**config.mk**
```make
export PLATFORM = sky130hd
export DESIGN_NAME = regbank_ctrl
export DESIGN_NICKNAME = d
export VERILOG_FILES = /design/src/rtl/regbank_pkg.sv /design/src/rtl/regbank_init_seq.sv /design/src/rtl/regbank_ctrl.sv
export SDC_FILE = /design/constraint.sdc
export NUM_CORES = 1
export LEC_CHECK = 0
export CORE_MARGIN = 10
export CORE_UTILIZATION = 45
export CTS_BUF_LIST = sky130_fd_sc_hd__clkbuf_8
export CTS_CLUSTER_DIAMETER = 30
export DETAILED_ROUTE_END_ITERATION = 10
export PLACE_DENSITY = 0.93
export SYNTH_ARGS = -nofsm -noshare
export SYNTH_HDL_FRONTEND = slang
export SYNTH_SLANG_ARGS = --single-unit
```
**constraint.sdc**
```tcl
create_clock -name clk -period 3.7 [get_ports clk]
set_input_delay 0.555 -clock clk [delete_from_list [all_inputs] [get_ports clk]]
set_output_delay 0.555 -clock clk [all_outputs]
set_load 0.01 [all_outputs]
```
**src/rtl/regbank_pkg.sv**
```systemverilog
// Shared constants and types for the register-bank write-port controller.
package regbank_pkg;

    localparam int unsigned NREGS = 32;
    localparam int unsigned AW    = 5;
    localparam int unsigned DW    = 32;

    typedef enum logic {
        ST_INIT,
        ST_RUN
    } state_e;

    typedef struct packed {
        logic          we;
        logic [AW-1:0] addr;
        logic [DW-1:0] data;
    } wreq_t;

endpackage

```
**src/rtl/regbank_init_seq.sv**
```systemverilog
// Post-reset clearing sweep: walks every bank address once while enabled.
module regbank_init_seq
    import regbank_pkg::*;
#(
    parameter logic [DW-1:0] INIT_VALUE = '0
) (
    input  logic  clk,
    input  logic  rst,
    input  logic  en,
    output wreq_t req_c,
    output logic  done_c
);

    logic [AW-1:0] cnt;

    always_ff @(posedge clk or posedge rst) begin
        if (rst) begin
            cnt <= '0;
        end else if (en) begin
            cnt <= cnt + AW'(1);
        end
    end

    // done_c marks the cycle whose write is the final address of the sweep
    always_comb begin
        req_c.we   = en;
        req_c.addr = cnt;
        req_c.data = INIT_VALUE;
        done_c     = en && (cnt == AW'(NREGS - 1));
    end

endmodule

```
**src/rtl/regbank_ctrl.sv**
```systemverilog
// Register-bank write-port controller: clears the bank after reset, then
// arbitrates the single write port between core writeback and the loader.
module regbank_ctrl
    import regbank_pkg::*;
#(
    parameter logic [DW-1:0] INIT_VALUE   = 32'h0000_0000,
    parameter int unsigned   STARVE_LIMIT = 4,
    parameter bit            ZERO_PROTECT = 1'b1
) (
    input  logic          clk,
    input  logic          rst,
    input  logic          core_we,
    input  logic [AW-1:0] core_waddr,
    input  logic [DW-1:0] core_wdata,
    output logic          core_stall,
    input  logic          dbg_valid,
    input  logic [AW-1:0] dbg_addr,
    input  logic [DW-1:0] dbg_data,
    output logic          dbg_ready,
    output logic          bank_we,
    output logic [AW-1:0] bank_waddr,
    output logic [DW-1:0] bank_wdata,
    output logic          init_done
);

    localparam int unsigned WCW = ($clog2(STARVE_LIMIT + 1) > 0) ? $clog2(STARVE_LIMIT + 1) : 1;

    state_e         state;
    logic [WCW-1:0] wait_cnt;
    wreq_t          init_req;
    wreq_t          win;
    logic           init_last;
    logic           starved;
    logic           gnt_dbg;
    logic           gnt_core;
    logic           blocked;

    regbank_init_seq #(
        .INIT_VALUE (INIT_VALUE)
    ) u_init_seq (
        .clk    (clk),
        .rst    (rst),
        .en     (state == ST_INIT),
        .req_c  (init_req),
        .done_c (init_last)
    );

    assign starved = (wait_cnt == WCW'(STARVE_LIMIT));

    // Same-cycle grant; the core wins unless the loader has waited long enough
    always_comb begin
        gnt_dbg    = 1'b0;
        gnt_core   = 1'b0;
        core_stall = 1'b1;
        dbg_ready  = 1'b0;
        if (!rst) begin
            if (state == ST_INIT) begin
                core_stall = core_we;
            end else begin
                gnt_dbg    = dbg_valid & (~core_we | starved);
                gnt_core   = core_we & ~gnt_dbg;
                dbg_ready  = gnt_dbg;
                core_stall = core_we & gnt_dbg;
            end
        end
    end

    always_comb begin
        win.we   = gnt_dbg | gnt_core;
        win.addr = gnt_dbg ? dbg_addr : core_waddr;
        win.data = gnt_dbg ? dbg_data : core_wdata;
        blocked  = ZERO_PROTECT && (win.addr == '0);
    end

    always_ff @(posedge clk or posedge rst) begin
        if (rst) begin
            state      <= ST_INIT;
            wait_cnt   <= '0;
            bank_we    <= 1'b0;
            bank_waddr <= '0;
            bank_wdata <= '0;
            init_done  <= 1'b0;
        end else begin
            case (state)
                ST_INIT: begin
                    bank_we    <= init_req.we;
                    bank_waddr <= init_req.addr;
                    bank_wdata <= init_req.data;
                    if (init_last) begin
                        state     <= ST_RUN;
                        init_done <= 1'b1;
                    end
                end
                default: begin
                    // Register-0 writes are acknowledged but never reach the bank
                    bank_we <= win.we & ~blocked;
                    if (win.we) begin
                        bank_waddr <= win.addr;
                        bank_wdata <= win.data;
                    end
                    if (dbg_valid && !gnt_dbg) begin
                        if (!starved) begin
                            wait_cnt <= wait_cnt + WCW'(1);
                        end
                    end else begin
                        wait_cnt <= '0;
                    end
                end
            endcase
        end
    end

endmodule

```
Word level (Yosys, flattened, before mapping) --
Index checks and enable logic that the tools add are counted.
Storage, ports and cells: register bits 48, bits in latches 0, RAM bits 0, ROM bits 0, input bits 78, output and inout bits 41, word-level logic and storage cells 46, memories 0
Operators by class: add/subtract/negate cells 2, multipliers 0, divide/modulo/power cells 0, $lt $le $gt $ge 0, equal/unequal tests 4, shift operators 0, mux-type cells 17, bitwise gates (word level) 10, reduce and logical (&&, ||, !) cells 6
Operator list (count):
- two-way mux 32 bit | 3
- two-way mux 5 bit | 3
- two-way mux 1 bit | 9
- two-way mux 3 bit | 2
- adder 5 x 1 -> 5 bit, second input constant | 1
- == test 5 bit, second input constant | 1
- logical NOT 5 bit | 1
- AND 1 bit | 4
- inverter 1 bit | 4
- AND reduction 2 bit | 2
- adder 3 x 1 -> 3 bit, second input constant | 1
- == test 3 bit, second input constant | 1
- logical AND 1 bit | 2
- != test 2 x 1 -> 1 bit, second input constant | 1
- != test 2 bit, second input constant | 1
- bitwise OR 1 bit | 2
- logical NOT 1 bit | 1

Depth between registers and ports, before layout --
Gate-level depths: netlist of run 1.
word-level depth 10, mapped depth 7, gate-level depth less buffers 6

Cells and area by module --
A second synthesis of run 1 with hierarchy kept.
Second synthesis, totals: cells, all modules 275, area, all modules 2671.3 µm²
Modules (own cells, without submodules):
- regbank_ctrl | instances 1, cells an instance 224, area each 2193.4 µm², sequential area each 1076.0 µm²
- regbank_init_seq | instances 1, cells an instance 51, area each 478.0 µm², sequential area each 125.1 µm²

Worst setup path after synthesis of run 1 --
OpenSTA, ideal clock, no wires.
kind in2out, start input rst, end output dbg_ready, arrival time 2.341 ns, data required time 3.145 ns, setup slack 0.804 ns, cell stages on the path 3, path buffers 0, path through inv_1 -> nand4_2 -> inv_1
On the way: longest elaborated chain between the ends 1
Ends and longest elaborated chain:
- start: declaration | RTL line regbank_ctrl.sv:11 | input logic rst,
- two-way mux 1 bit | RTL line regbank_ctrl.sv:56 | if (!rst) begin
- end: declaration | RTL line regbank_ctrl.sv:19 | output logic dbg_ready,
Every way passes these cells.

Worst setup path in the final report of run 1 --
start input dbg_valid, end output dbg_ready
On the way: longest elaborated chain between the ends 3
Ends and longest elaborated chain:
- start: declaration | RTL line regbank_ctrl.sv:16 | input logic dbg_valid,
- AND 1 bit | RTL line regbank_ctrl.sv:60 | gnt_dbg = dbg_valid & (~core_we | starved);
- two-way mux 1 bit | RTL line regbank_ctrl.sv:57 | if (state == ST_INIT) begin
- two-way mux 1 bit | RTL line regbank_ctrl.sv:56
Every way passes these cells.

==> results of run 1 <==
==> how the worst min path moves through the flow <==
stage	startpoint	end	slack, ns	depth (start not counted)
2_1_floorplan	u_init_seq.cnt[3]$_DFFE_PP0N_	u_init_seq.cnt[3]$_DFFE_PP0N_	0.46	1
3_3_place_gp	init_done$_DFFE_PP0P_	init_done$_DFFE_PP0P_	0.44	1
3_5_place_dp	init_done$_DFFE_PP0P_	init_done$_DFFE_PP0P_	0.45	1
4_1_cts	init_done$_DFFE_PP0P_	init_done$_DFFE_PP0P_	0.47	1
5_1_grt	init_done$_DFFE_PP0P_	init_done$_DFFE_PP0P_	0.50	1
6_report	init_done$_DFFE_PP0P_	init_done$_DFFE_PP0P_	0.47	1
==> area by class of cell <==
class / instances / area share
sequential: 48 / 0.325
clock buffer: 5 / 0.0186
inverter: 11 / 0.0112
timing repair buffer: 122 / 0.331
clock inverter: 2 / 0.00237
multi-input combinational: 148 / 0.289
tap: 70 / 0.0237
==> power by group through the flow <==
stage / logic (mW) / clock network, mW / registers [mW]
6_report: 0.371 / 0.286 / 0.612
5_1_grt: 0.403 / 0.316 / 0.620
4_1_cts: 0.378 / 0.296 / 0.612
3_5_place_dp: 0.377 / 0 / 0.622
3_3_place_gp: 0.366 / 0 / 0.618
2_1_floorplan: 0.114 / 0 / 0.647
==> cells by family (layout without fill, tap and decap cells) <==
group	count (synthesis)	count (layout)	synth area share
AOI/OAI and AO/OA	53	53	0.138
and+or+nand+nor	50	50	0.112
DFF	48	48	0.504
muxes	38	38	0.161
buffers and inverters	29	140	0.0535
adders and majority gates	4	4	0.0210
xor gates and xnor gates	3	3	0.0110
==> per-stage QoR <==
| step | instance area [um2] | hold slack, ns | setup WS [ns] | instances |
|---|---|---|---|---|
| 3_5_place_dp | 3620 | 0.453 | 0.873 | 399 |
| 4_1_cts | 3700 | 0.473 | 0.866 | 406 |
| 2_1_floorplan | 2380 | 0.459 | 0.804 | 225 |
| 5_1_grt | 3700 | 0.500 | 0.772 | 406 |
| 6_report | 3700 | 0.468 | 0.876 | 406 |
| 3_3_place_gp | 3620 | 0.440 | 0.905 | 399 |
==> cell usage in the layout (no fill, tap or decap) <==
master             n
ha_1               4
inv_2              1
clkbuf_8           5
a21o_1             2
inv_1             11
a32o_1             1
a41oi_1            1
o21bai_4           1
nand3_1           37
nor4_1             2
a31oi_1            1
clkinv_2           1
nand2_2            1
o2bb2ai_1          1
a311o_1            1
nand2_1            2
o22ai_1            3
nand4_2            1
or2_2              1
mux2_2             2
nand4_1            1
a21bo_4            1
nand2b_1           2
dfrtp_1           48
xnor2_1            3
o21ai_0           35
nor2b_1            1
and2_4             1
buf_12             1
mux2i_1           36
a21boi_0           1
and3_1             1
buf_4              3
o221ai_1           4
clkdlybuf4s50_1  118
a2bb2oi_1          1
==> worst register-to-register path: cells and delay by family (launching register included) <==
kind            cells  cell delay [ns]
compound gates      2             0.45
flops               1             0.38
buf+inv             2             0.74
simple gates        2             0.28
==> sequential cells by signal, summed over array words and instances, names as in the netlist <==
name,count
bank_waddr,5
bank_we,1
state,1
u_init_seq.cnt,5
bank_wdata,32
init_done,1
wait_cnt,3
==> routing by layer <==
layer	global-route usage	vias to the layer above	part of all wire
met4	0.0296	0	0.0077
met1	0.185	981	0.42
met2	0.281	76	0.50
met3	0.0541	4	0.071
li1	-	1034	-
met5	0	-	0
==> summary.md, run 1 <==
| Metric | Value |
|---|---|
| Status | `finished, final reports clean` |
| CTS tree | `yes` |
| Worst reg2reg endpoint | `bank_wdata[20]$_DFFE_PP0P_` |
| Initial DRT Pass Iterations | `5` |
| Worst R2R Path Depth | `6` |
| GRT Total Usage | `0.160` |
| Period utilisation layout | `0.763` |
| Area of the multi-input gates | `between 1000 and 1500 um2` |
| Reg power frac | `0.482` |
| GPL Wtd Cong | `about 0.84` |
| Critical Path Stages | `4` |
| Sequential area share after synthesis | `0.504` |
| Post-cts sizing count | `0` |
| Max Clock Freq | `between 0.3 and 0.4 GHz` |
| Antenna-violating nets left | `0` |
| Worst-skew pair later-pin latency | `around 0.28 ns` |
| Post-synth top area share | `0.504` |
| Num ports | `around 120` |
| # port buffers | `between 100 and 150` |
| Top cells by area, synth | `dfrtp_1, mux2i_1, nand3_1, o21ai_0, ha_1` |
| WP buf/inv | `3` |
| Nets | `~420` |
| Slowest CP cell | `clkdlybuf4s50_1` |
| Worst vdd ir | `around 240 uV` |
| Main synth FF type | `dfrtp_1` |
| End of the critical path | `dbg_ready` |
| Pin count of the biggest net entering global routing | `52` |
| CP arrival | `2.27 ns` |
| Post-layout util | `0.724` |
| Vias | `around 2.1k` |
| Synthesized cell area | `roughly 2400 um2` |
| Flop2flop setup slack | `roughly 1.7 ns` |
| Hold_buf cts | `0` |
| Final min period | `approximately 2.8 ns` |
| Top post-synthesis cells by count | `dfrtp_1, nand3_1, mux2i_1, o21ai_0, inv_1` |
| First-pass GRT wire length | `11400 um` |
| Post-synth cell types | `33` |
| Gate Count Post-Synth | `225` |
| Vias in the first global route | `2225` |
| EDFF count, synth | `0` |
| Internal power | `roughly 930 uW` |
| Comb pwr share | `0.292` |
| Share of layout cells above drive strength 1 | `0.0565` |
| Die area | `approximately 8600 um2` |
| Final hold violations | `0` |
| Routed WL | `7150 um` |
| Die Height | `between 90 and 100 um` |
| CP required | `3.14 ns` |
| Clock Path Buffers | `2` |
| CP Capture Type | `primary output` |
| Setup bufs post-CTS | `0` |
| CTS clk-pin slew, worst paths | `roughly 0.090 ns` |
| Register area | `1200 um2` |
| Register bit total from synthesis | `48` |
| Average size of a mapped cell | `approximately 11 um2` |
| P_leak | `between 1.5 and 2 nW` |
| CTS HTree Levels | `2` |
| Post-synth ARST share | `1.00` |
| CTS buffer count | `5` |
| Final clock skew | `around 0.0093 ns` |
| Crit-path cells | `clkdlybuf4s50_1, nand4_2, inv_1, clkdlybuf4s50_1` |
| Antenna cells | `0` |
| Hold crit path type | `flop to flop` |
| Fill count | `between 400 and 500` |
| TNS Setup | `0 ns` |
| CP Class | `primary input to primary output` |
| Mapped Nets | `307` |
| Die Span X | `between 90 and 100 um` |
| Sw frac | `0.267` |
| Origin of the critical flop-to-flop path | `state$_DFF_PP0_` |
| Final Slew Violations | `0` |
| CP max stage delay | `approximately 0.69 ns` |
| Leading area contributor after synthesis | `dfrtp_1` |
| Clk pwr share | `0.226` |
| Crit path top cell by count | `clkdlybuf4s50_1` |
| Startpoint types | `primary input` |
| Count leader, synth | `dfrtp_1` |
| Warnings, synthesis | `0` |
| CTS sink count | `between 40 and 50` |
| Clock Tree Root | `clkbuf_8` |
| DR WL/cell | `about 18 um` |
| Initial Util | `0.467` |
| Routed vias/inst | `between 5 and 6` |
| Grt ovf | `0` |
| Core Area | `approximately 5000 um2` |
| Delay-heaviest family, CP | `buffers and inverters` |
| Post-route DRC violation count | `0` |
| Pwr Density | `between 300 and 400 nW/um2` |
| Sw power | `approximately 340 uW` |
| DRT iter0 DRCs | `about 140` |
| Final setup vio count | `0` |
| Worst slew pin tran | `around 0.66 ns` |
| Post-synthesis to final-layout area growth | `55.2%` |
| Max_cap viols | `0` |
| Slew margin rel. | `0.558` |
| Power, Total | `1.27 mW` |
| Crit-path max FO | `9` |
| CP startpoint | `dbg_valid` |
| RSZ-0062 raised after global routing | `false` |
| Initial antenna violation count | `0` |
| Cell Rows | `26` |
| DP HPWL | `approximately 5500 um` |
Power figures use the tool's default switching activity.
==> run 2, diff against run 1 <==
CORE_UTILIZATION = 41   (was 45)
PLACE_DENSITY = 0.87   (was 0.93)
clock period = 2.9 ns   (was 3.7 ns; I/O delays follow)
==> run 2 against run 1 <==
Sequential share of layout area decreased by 0.20 points. Setup slack got worse by 0.49 ns. Utilization decreased by 5.7 points. Wire length decreased by 3.3%. Die area up 7.6%. Largest power group unchanged.
==> summary.md, run 2 (same netlist as run 1, synthesis figures left out) <==
| Metric | Value |
|---|---|
| Clock Path Buffers | `2` |
| Final min period | `between 2 and 3 ns` |
| Cell Rows | `27` |
| Final clock skew | `about 0.0068 ns` |
| GR Util met3 | `0.0654` |
| Final hold slack | `0.466 ns` |
| M1 GR Usage | `0.173` |
| WP buf/inv | `2` |
| Status | `finished, final reports clean` |
| Delay-heaviest family, CP | `buffers and inverters` |
| Hold crit path type | `flop to flop` |
| Routing usage on met2 | `0.248` |
| Crit-path max FO | `4` |
| Most common cell after layout, fill and taps aside | `clkdlybuf4s50_1` |
| Clock Tree Root | `clkbuf_8` |
| Antenna-violating nets left | `0` |
| CTS HTree Levels | `2` |
| CP required | `2.47 ns` |
| Die Height | `96.2 um` |
| GRT Total Usage | `0.147` |
| TNS Setup | `0 ns` |
| P_leak | `between 1.5 and 2 nW` |
| CTS tree | `yes` |
| Die area | `9260 um2` |
| Nets | `roughly 420` |
| RSZ-0062 raised after global routing | `false` |
| CP Class | `primary input to primary output` |
| Fill count | `about 460` |
| Period utilisation layout | `0.869` |
| Worst vdd ir | `between 200 and 300 uV` |
| Largest register FFs | `32` |
| Crit-path cells | `clkdlybuf4s50_1, a21bo_4, nand2_2, nand2_1, a21o_1, clkdlybuf4s50_1` |
| CP arrival | `2.08 ns` |
| Final Slew Violations | `0` |
| Largest reg by FF count | `bank_wdata` |
| Max Clock Freq | `0.397 GHz` |
| Vias | `2089` |
| CP Capture Type | `primary output` |
| Gr busiest metal | `met2` |
| Final hold violations | `0` |
| Antenna cells | `0` |
| CTS sink count | `48` |
| Pin count of the biggest net entering global routing | `about 50` |
| Hold_buf cts | `0` |
| Share of layout cells above drive strength 1 | `0.0592` |
| Initial antenna violation count | `0` |
| GPL Wtd Cong | `slightly below 0.8` |
| Regs by FF count | `bank_wdata (32), bank_waddr (5), u_init_seq.cnt (5)` |
| Setup bufs post-CTS | `0` |
| Core Area | `approximately 5600 um2` |
| Post-cts sizing count | `0` |
| Routed WL | `6920 um` |
| DRT iter0 DRCs | `56` |
| Commonest non-fill, non-tap cells in the layout | `clkdlybuf4s50_1, dfrtp_1, nand3_1` |
| Worst slew pin tran | `0.620 ns` |
| Crit path top cell by count | `clkdlybuf4s50_1` |
| First-pass GRT wire length | `10900 um` |
| Num ports | `119` |
| DP HPWL | `5530 um` |
| Vias in the first global route | `approximately 2.1k` |
| CTS buffer count | `5` |
| Initial Util | `0.428` |
| Pwr Density | `around 440 nW/um2` |
| Slowest CP cell | `clkdlybuf4s50_1` |
| CTS clk-pin slew, worst paths | `0.09 ns` |
| Die Span X | `approximately 96 um` |
| Grt ovf | `0` |
| Post-synthesis to final-layout area growth | `56.2%` |
| Max_cap viols | `0` |
| Routed vias/inst | `5.10` |
| Worst-skew pair later-pin latency | `0.29 ns` |
| Initial DRT Pass Iterations | `4` |
| Post-route DRC violation count | `0` |
| DR WL/cell | `16.9 um` |
| Final setup vio count | `0` |
| Startpoint types | `primary input` |
| # port buffers | `118` |
| CP max stage delay | `just under 0.6 ns` |
| Slew margin rel. | `0.586` |
[run 2: cell count changes in the layout (fill, tap and decap cells not counted)]
cell | previous run | this run
clkbuf_8 | 5 | 6
inv_1 | 11 | 12
clkinv_2 | 1 | 0
buf_4 | 3 | 4
[run 2: final timing paths]
kind	start	end	slack, ns	cells after the start
setup / recovery	core_we	core_stall	0.38	6
hold reg to reg	init_done$_DFFE_PP0P_	init_done$_DFFE_PP0P_	0.47	1
max in group asynchronous	rst	bank_wdata[25]$_DFFE_PP0P_	1.64	3
min in group asynchronous	rst	bank_wdata[10]$_DFFE_PP0P_	0.50	2
setup reg to reg	state$_DFF_PP0_	wait_cnt[0]$_DFFE_PP0P_	0.98	5
hold / removal	init_done$_DFFE_PP0P_	init_done$_DFFE_PP0P_	0.47	1
[run 2: final cells by class]
| type | count | area (um2) | share of cell area |
|---|---|---|---|
| sequential | 48 | 1200 | 0.323 |
| clock inverter | 2 | 7.51 | 0.00202 |
| clock buffer | 6 | 82.6 | 0.0222 |
| inverter | 11 | 41.3 | 0.0111 |
| multi-input combinational | 148 | 1070 | 0.287 |
| tap | 72 | 90.1 | 0.0242 |
| timing repair buffer | 123 | 1230 | 0.331 |
[run 2: layer usage]
| layer | vias to the layer above | share of wire |
|---|---|---|
| li1 | 1038 | - |
| met1 | 979 | 0.41 |
| met2 | 70 | 0.49 |
| met3 | 2 | 0.10 |
| met4 | 0 | 0.0020 |
| met5 | - | 0 |
[run 2: stage by stage]
step | total power, mW | worst slack, ns | std cells | util | area (um2)
floorplan | 0.971 | 0.244 | 225 | - | 2380
global placement | 1.26 | 0.404 | 402 | 0.652 | 3630
detailed placement | 1.27 | 0.379 | 402 | 0.652 | 3630
CTS | 1.67 | 0.367 | 410 | 0.668 | 3720
global route | 1.74 | 0.320 | 410 | 0.668 | 3720
finish | 1.65 | 0.381 | 410 | 0.668 | 3720
[run 2: report_power, final]
group | switching (mW) | internal [mW]
clock network | 0.210 | 0.188
logic | 0.189 | 0.285
registers | 0.0390 | 0.741
[run 2: worst reg2reg max path, stage by stage, from the launching register on]
cell and delay, ns:
dfrtp_1 0.46, buf_4 0.45, inv_1 0.20, a41oi_1 0.39, nand3_1 0.16, mux2i_1 0.18
